==> config.mk <==
export PLATFORM = sky130hd
export DESIGN_NAME = cpu_cu
export DESIGN_NICKNAME = d
export VERILOG_FILES = /design/src/rtl/cpu_cu.sv
export SDC_FILE = /design/constraint.sdc
export NUM_CORES = 1
export LEC_CHECK = 0
export BUFFER_PORTS_ARGS = -buffer_cell sky130_fd_sc_hd__buf_4
export CELL_PAD_IN_SITES_DETAIL_PLACEMENT = 2
export CELL_PAD_IN_SITES_GLOBAL_PLACEMENT = 2
export CORE_MARGIN = 2
export CORE_UTILIZATION = 21
export CTS_CLUSTER_DIAMETER = 100
export DETAILED_ROUTE_END_ITERATION = 7
export PLACE_DENSITY = 0.79
export RECOVER_POWER = 25
export REMOVE_ABC_BUFFERS = 1
export SETUP_SLACK_MARGIN = 0.05
export SYNTH_ARGS = -nofsm -noshare
export SYNTH_HDL_FRONTEND = slang
export SYNTH_SLANG_ARGS = --single-unit
==> constraint.sdc <==
create_clock -name clk -period 1.7 [get_ports clk]
set_input_delay 0.17 -clock clk [delete_from_list [all_inputs] [get_ports clk]]
set_output_delay 0.17 -clock clk [all_outputs]
set_load 0.02 [all_outputs]
==> src/rtl/cpu_cu.sv <==
// Multi-cycle fetch/decode/execute control unit driving cpu_eu and the memory handshake.
// Optional memory wait timeout (HALT with bus_err) is enabled by defining CU_TIMEOUT_EN.
module cpu_cu #(
  parameter logic [3:0] ALU_PASS_R = 4'h0,
  parameter logic [3:0] ALU_PASS_S = 4'h1,
  parameter int         TIMEOUT    = 16
) (
  input  logic        clk,
  input  logic        reset,
  input  logic [15:0] IR_OUT,
  input  logic        C,
  input  logic        N,
  input  logic        Z,
  input  logic        mem_rdy,
  output logic [3:0]  Alu_Op,
  output logic [2:0]  W_Adr,
  output logic [2:0]  R_Adr,
  output logic [2:0]  S_Adr,
  output logic        adr_sel,
  output logic        s_sel,
  output logic        reg_w_en,
  output logic        ir_ld,
  output logic        pc_ld,
  output logic        pc_inc,
  output logic        pc_sel,
  output logic        mem_rd,
  output logic        mem_wr,
  output logic        halted,
  output logic        illegal,
  output logic        bus_err
);

  typedef enum logic [3:0] {
    S_RST      = 4'd0,
    S_FETCH    = 4'd1,
    S_DECODE   = 4'd2,
    S_EX_ALU   = 4'd3,
    S_EX_LD    = 4'd4,
    S_EX_ST    = 4'd5,
    S_EX_JR    = 4'd6,
    S_EX_BR    = 4'd7,
    S_HALT     = 4'd8,
    S_HALT_ILL = 4'd9,
    S_HALT_BUS = 4'd10
  } state_t;

  localparam logic [2:0] CL_ALU  = 3'b000;
  localparam logic [2:0] CL_LD   = 3'b001;
  localparam logic [2:0] CL_ST   = 3'b010;
  localparam logic [2:0] CL_JR   = 3'b011;
  localparam logic [2:0] CL_BR   = 3'b100;
  localparam logic [2:0] CL_HALT = 3'b101;

  state_t     r_state;
  state_t     w_next;
  logic [2:0] r_flags;
  logic       w_timeout;

  // Branch condition against the stored {Cf, Nf, Zf}, never the live ALU flags.
  function automatic logic f_br_take(input logic [1:0] cond, input logic [2:0] flags);
    logic take;
    case (cond)
      2'b00:   take = 1'b1;
      2'b01:   take = flags[0];
      2'b10:   take = flags[1];
      2'b11:   take = flags[2];
      default: take = 1'b0;
    endcase
    return take;
  endfunction

  // State register.
  always_ff @(posedge clk or negedge reset) begin
    if (!reset) begin
      r_state <= S_RST;
    end else begin
      r_state <= w_next;
    end
  end

  // Flag register, captured only while an ALU instruction executes.
  always_ff @(posedge clk or negedge reset) begin
    if (!reset) begin
      r_flags <= 3'b000;
    end else if (r_state == S_EX_ALU) begin
      r_flags <= {C, N, Z};
    end else begin
      r_flags <= r_flags;
    end
  end

`ifdef CU_TIMEOUT_EN
  localparam logic [4:0] LP_WAIT_LAST = 5'(TIMEOUT - 1);

  logic [4:0] r_wait;
  logic       w_wait_st;

  assign w_wait_st = (r_state == S_FETCH) || (r_state == S_EX_LD) || (r_state == S_EX_ST);
  assign w_timeout = w_wait_st && !mem_rdy && (r_wait == LP_WAIT_LAST);

  // Memory wait counter; restarts whenever the state changes.
  always_ff @(posedge clk or negedge reset) begin
    if (!reset) begin
      r_wait <= 5'd0;
    end else if (w_next != r_state) begin
      r_wait <= 5'd0;
    end else if (w_wait_st && !mem_rdy) begin
      r_wait <= r_wait + 5'd1;
    end else begin
      r_wait <= r_wait;
    end
  end
`else
  assign w_timeout = 1'b0;
`endif

  // Next-state and control outputs; outputs default to the IR fields with strobes low.
  always_comb begin
    w_next   = r_state;
    Alu_Op   = IR_OUT[15:12];
    W_Adr    = IR_OUT[8:6];
    R_Adr    = IR_OUT[5:3];
    S_Adr    = IR_OUT[2:0];
    adr_sel  = 1'b0;
    s_sel    = 1'b0;
    reg_w_en = 1'b0;
    ir_ld    = 1'b0;
    pc_ld    = 1'b0;
    pc_inc   = 1'b0;
    pc_sel   = 1'b0;
    mem_rd   = 1'b0;
    mem_wr   = 1'b0;
    halted   = 1'b0;
    illegal  = 1'b0;
    bus_err  = 1'b0;
    case (r_state)
      S_RST: begin
        Alu_Op = 4'h0;
        W_Adr  = 3'b000;
        R_Adr  = 3'b000;
        S_Adr  = 3'b000;
        w_next = S_FETCH;
      end
      S_FETCH: begin
        mem_rd = 1'b1;
        if (w_timeout) begin
          w_next = S_HALT_BUS;
        end else if (mem_rdy) begin
          ir_ld  = 1'b1;
          pc_inc = 1'b1;
          w_next = S_DECODE;
        end else begin
          w_next = S_FETCH;
        end
      end
      S_DECODE: begin
        case (IR_OUT[11:9])
          CL_ALU:  w_next = S_EX_ALU;
          CL_LD:   w_next = S_EX_LD;
          CL_ST:   w_next = S_EX_ST;
          CL_JR:   w_next = S_EX_JR;
          CL_BR:   w_next = S_EX_BR;
          CL_HALT: w_next = S_HALT;
          default: w_next = S_HALT_ILL;
        endcase
      end
      S_EX_ALU: begin
        reg_w_en = 1'b1;
        w_next   = S_FETCH;
      end
      S_EX_LD: begin
        mem_rd  = 1'b1;
        adr_sel = 1'b1;
        if (w_timeout) begin
          w_next = S_HALT_BUS;
        end else if (mem_rdy) begin
          s_sel    = 1'b1;
          Alu_Op   = ALU_PASS_S;
          reg_w_en = 1'b1;
          w_next   = S_FETCH;
        end else begin
          w_next = S_EX_LD;
        end
      end
      S_EX_ST: begin
        mem_wr  = 1'b1;
        adr_sel = 1'b1;
        Alu_Op  = ALU_PASS_S;
        if (w_timeout) begin
          w_next = S_HALT_BUS;
        end else if (mem_rdy) begin
          w_next = S_FETCH;
        end else begin
          w_next = S_EX_ST;
        end
      end
      S_EX_JR: begin
        Alu_Op = ALU_PASS_R;
        pc_sel = 1'b1;
        pc_ld  = 1'b1;
        w_next = S_FETCH;
      end
      S_EX_BR: begin
        pc_ld  = f_br_take(IR_OUT[13:12], r_flags);
        w_next = S_FETCH;
      end
      S_HALT: begin
        halted = 1'b1;
      end
      S_HALT_ILL: begin
        halted  = 1'b1;
        illegal = 1'b1;
      end
      S_HALT_BUS: begin
        halted = 1'b1;
`ifdef CU_TIMEOUT_EN
        bus_err = 1'b1;
`endif
      end
      default: begin
        Alu_Op = 4'h0;
        W_Adr  = 3'b000;
        R_Adr  = 3'b000;
        S_Adr  = 3'b000;
        w_next = S_RST;
      end
    endcase
  end

endmodule

Yosys cells after proc, flatten, opt, wreduce, memory -nomap -nowiden:

Index checks and enable logic that the tools add are counted.

* add/sub/neg operators: 0
* multiply operators: 0
* div/mod/pow operators: 0
* $lt $le $gt $ge: 0
* equality and inequality tests: 18
* shift-type cells: 0
* mux-type cells: 22
* bitwise operators: 0
* reductions and logical operators: 9

Operators with widths (count)
* $pmux 4 s6: 2
* $eq 4x3->1 const B: 4
* $mux 3: 5
* $eq 4x4->1 const B: 3
* $pmux 4 s3: 1
* $reduce_or 10->1: 1
* $mux 1: 9
* $eq 4x2->1 const B: 2
* $reduce_or 7->1: 1
* $eq 3x2->1 const B: 2
* $eq 3x3->1 const B: 2
* $eq 2x2->1 const B: 2
* $eq 4x1->1 const B: 1
* $logic_not 4->1: 1
* $mux 4: 1
* $pmux 1 s2: 2
* $pmux 1 s4: 1
* $reduce_or 2->1: 2
* $reduce_or 4->1: 1
* $eq 3x1->1 const B: 1
* $logic_not 3->1: 1
* $reduce_or 3->1: 1
* $eq 2x1->1 const B: 1
* $logic_not 2->1: 1
* $mux 2: 1

* register bits: 7
* latch bits: 0
* memory bits (writable): 0
* ROM bits: 0
* input port bits: 22
* output and inout bits: 25
* logic and storage cells: 51
* memories kept: 0

Logic depth before layout (Yosys ltp):

* word-level depth: 3
* gate-level depth with buffers: 5
* gate-level depth less buffers: 3

Worst setup path after synthesis:

OpenSTA, ideal clock, no wires.

* kind: register -> output
* from: reg r_state[1]
* to: out illegal
* data arrival time: 1.426 ns
* required time: 1.530 ns
* setup slack: 0.104 ns
* cell stages (with the launch flop): 4
* path buffers: 2
* cell sequence: dfrtp_1 buf_6 buf_2 nor4b_1

* word-level cells in the longest chain between the ends: 2

Ends and longest elaborated chain
* start: declaration: RTL line 54 `state_t r_state;`
* start signal: assignment: RTL line 77 `r_state <= w_next;`
* $eq 4x4->1: RTL line 136 `case (r_state)`
* $mux 1: RTL line 136
* end: declaration: RTL line 29 `output logic illegal,`

No other way between the ends.

Worst setup path in the final report:

* from: reg r_state[1]
* to: out S_Adr[1]

* word-level cells in the longest chain between the ends: 3
* elaborated cells on any way between the ends: 12
* classes of those cells: eq/ne (10); mux (1); reduce/logical (1)

Ends and longest elaborated chain
* $eq 4x2->1, or another cell as far along: RTL line 136
* $reduce_or 10->1 (no line) *
* $mux 3 *: RTL line 136
* end: declaration: RTL line 18 `output logic [2:0] S_Adr,`

Every way passes the cells marked *; elsewhere a longest branch is shown, timed or not.

==> flow_metrics.env <==
export IMPL_clk_latency_ns=0.25
export IMPL_viasPerCell=4.57
export IMPL_rsz0062_at_grt="yes"
export IMPL_antenna_found_initial=0
export IMPL_syn_area_um2=726
export IMPL_core_area_um2=3340
export IMPL_synth_common_cells="9 x and2_1, 9 x nor2_1, 7 x dfrtp_1"
export IMPL_critPathRequiredTime_ns=1.53
export IMPL_fin_ws_ns=-0.0442
export IMPL_cap_violations=0
export IMPL_fmax_mhz=573
export IMPL_nFillCells=370
export IMPL_ant_nets=0
export IMPL_dp_cells=174
export IMPL_synth_main_ff_cell="dfrtp_1"
export IMPL_p_per_area_nw_per_um2=1860
export IMPL_cpPeakStageDelay_ns=0.43
export IMPL_port_buffers=45
export IMPL_synthCells=85
export IMPL_cts_root_buf="clkbuf_4"
export IMPL_clock_sinks=7
export IMPL_drt_wl_total_um=3810
export IMPL_start_kind="flip-flop"
export IMPL_area_growth_syn_to_layout_pct=109
export IMPL_grt_use_total_pct=17.7
export IMPL_critical_path_arrival_ns=1.57
export IMPL_grt_max_degree=11
export IMPL_die_area_um2=3940
export IMPL_yosysWarnings=0
export IMPL_synth_seq_cells=7
export IMPL_leakage_nw=0.720
export IMPL_fin_nets=178
export IMPL_wire_per_inst_um=19.0
export IMPL_vias=919
export IMPL_antenna_cells=0
export IMPL_synthArstFlopShare_pct=100
export IMPL_synth_largest_area_cell="dfrtp_1"
export IMPL_row_count=21
export IMPL_synth_edff_count=0
export IMPL_drc_errors=0
export IMPL_status="complete, but fails checks"
export IMPL_crit_path_cell_trace="buf_6 -> a21o_1 -> a22oi_2 -> buf_6 -> and2_4 -> buf_6"
export IMPL_switching_share_pct=44.8
export IMPL_finalPower_mw=2.81
export IMPL_hold_violations=0
export IMPL_dr_pass1_iters=3
export IMPL_synth_top_area_share_pct=24.1
export IMPL_p_seq_share_pct=12.2
export IMPL_setup_viol=10
export IMPL_cts_clk_slew_worst_paths_ns=0.06
export IMPL_cts_tree="built"
export IMPL_post_place_ws_ns=0.0851
export IMPL_period_share_pct=103
export IMPL_endpoint_kind="output pin"
export IMPL_critPathKind="reg -> out"
export IMPL_htreeDepth=1
export IMPL_violations="negative setup slack"
export IMPL_switching_power_mw=1.26
export IMPL_final_cells=201
export IMPL_clockBufferDepth=2
export IMPL_syn_area_per_cell_um2=8.54
export IMPL_fp_dieW_um=62.8
export IMPL_drtIter0Drc=9
export IMPL_start_util_pct=21.7
export IMPL_seq_area_frac_synth_pct=24.1
export IMPL_hold_path_class="in -> reg"
export IMPL_dieHeight_um=62.8
export IMPL_overflow=0
export IMPL_peakVddDrop_mv=0.685
export IMPL_period_needed_ns=1.74
export IMPL_synth_area_leaders="dfrtp_1 24%, and2_1 7.8%, mux2_4 6.2%"
export IMPL_p_clk_share_pct=5.5
export IMPL_grt_pass1_vias=1041
export IMPL_slew_viol_final=0
export IMPL_grt_pass1_wl_um=5530
export IMPL_whs_ns=0.151
export IMPL_seq_area_um2=180
export IMPL_cpMostUsedCell="buf_6"
export IMPL_boundaryPins=47
export IMPL_ys_types=40
export IMPL_gp_congestion=0.747
export IMPL_crit_fanout=6
export IMPL_multi_input_area_um2=606
export IMPL_internal_power_mw=1.55
export IMPL_drive_gt1_share_pct=72.9
export IMPL_skew_ns=0.00562
export IMPL_power_frac_comb_pct=82.3
export IMPL_dp_hpwl_um=2250
export IMPL_crit_slowest_cell="dfrtp_2"
export IMPL_cts_made_buffers=3
cell families (layout without fill, tap and decap cells):
family          Yosys count  in the layout  share of synthesized area, %
simple gates             43             43                          35.9
compound gates           16             16                          18.6
buf+inv                  11             81                          9.48
flops                     7              7                          24.1
mux                       5              5                          8.97
xor+xnor                  2              2                          2.41
other cells               1              1                         0.517
path summary, 6_finish.rpt:
kind	startpoint	to	slack [ns]	cells past startpoint
worst max register to register	r_state[1]	r_state[0]	0.18	6
min in group asynchronous	reset	r_flags[1]	0.36	2
worst max-delay path	r_state[1]	S_Adr[1]	-0.04	6
worst min-delay path	Z	r_flags[0]	0.15	2
worst min register to register	r_flags[1]	r_flags[1]	0.54	1
max in group asynchronous	reset	r_state[3]	1.03	2
worst max-delay path, delay by kind of cell (launching register included):
family | cells | cell delay, ns
and+or+nand+nor | 1 | 0.14
buffers and inverters | 3 | 0.39
AOI/OAI and AO/OA | 2 | 0.35
DFF | 1 | 0.43
per-stage QoR:
| step | TNS [ns] | util (%) | area [um2] |
|---|---|---|---|
| 2_1_floorplan | 0 | - | 664 |
| 3_3_place_gp | 0 | 33.3 | 1110 |
| 3_5_place_dp | 0 | 33.3 | 1110 |
| 4_1_cts | -0.00104 | 42.4 | 1420 |
| 5_1_grt | -1.22 | 45.4 | 1510 |
| 6_report | -0.338 | 45.4 | 1510 |
layout make-up:
class	count	share of cell area [%]
Timing Repair Buffer	75	41.9
Sequential cell	7	11.9
Clock buffer	4	1.74
Inverter	2	0.661
Tap cell	46	3.80
Multi-Input combinational cell	67	40.0
power groups by stage:
stage | Clock (mW) | Sequential [mW] | Combinational [mW]
floorplan | 0 | 0.381 | 0.803
global placement | 0 | 0.370 | 1.38
detailed placement | 0 | 0.384 | 1.42
CTS | 0.152 | 0.339 | 2.06
global route | 0.166 | 0.357 | 2.44
finish | 0.153 | 0.344 | 2.31
registers in the layout (all words and copies together), names as in the netlist:
signal   cells
r_flags      3
r_state      4
repair_timing:
| item | CTS | global route |
|---|---|---|
| buffers inserted | 14 | 8 |
| endpoints found under the hold margin | 7 | 0 |
| resized for setup | 48 | 13 |
| setup endpoints to repair | 20 | 19 |
| hold buffers | 1 | 0 |
| pin swaps | 14 | 4 |
per-layer routing:
| metal | wire length (um) | vias up | GRT usage [%] |
|---|---|---|---|
| li1 | - | 439 | - |
| met1 | 1520 | 451 | 20.4 |
| met2 | 2150 | 25 | 34.9 |
| met3 | 103 | 4 | 3.06 |
| met4 | 36 | 0 | 1.67 |
| met5 | 0 | - | 0 |
cell usage in the layout, fill, tap and decap left out, types with 3 or more instances in the layout:
cell and n:
dfrtp_1 3, and2_4 9, mux2_4 3, clkbuf_4 3
nand2_1 4, buf_4 52, nor3b_2 4, dfrtp_2 4
buf_6 20, nor2_1 6
(Power assumes the default switching activity.)
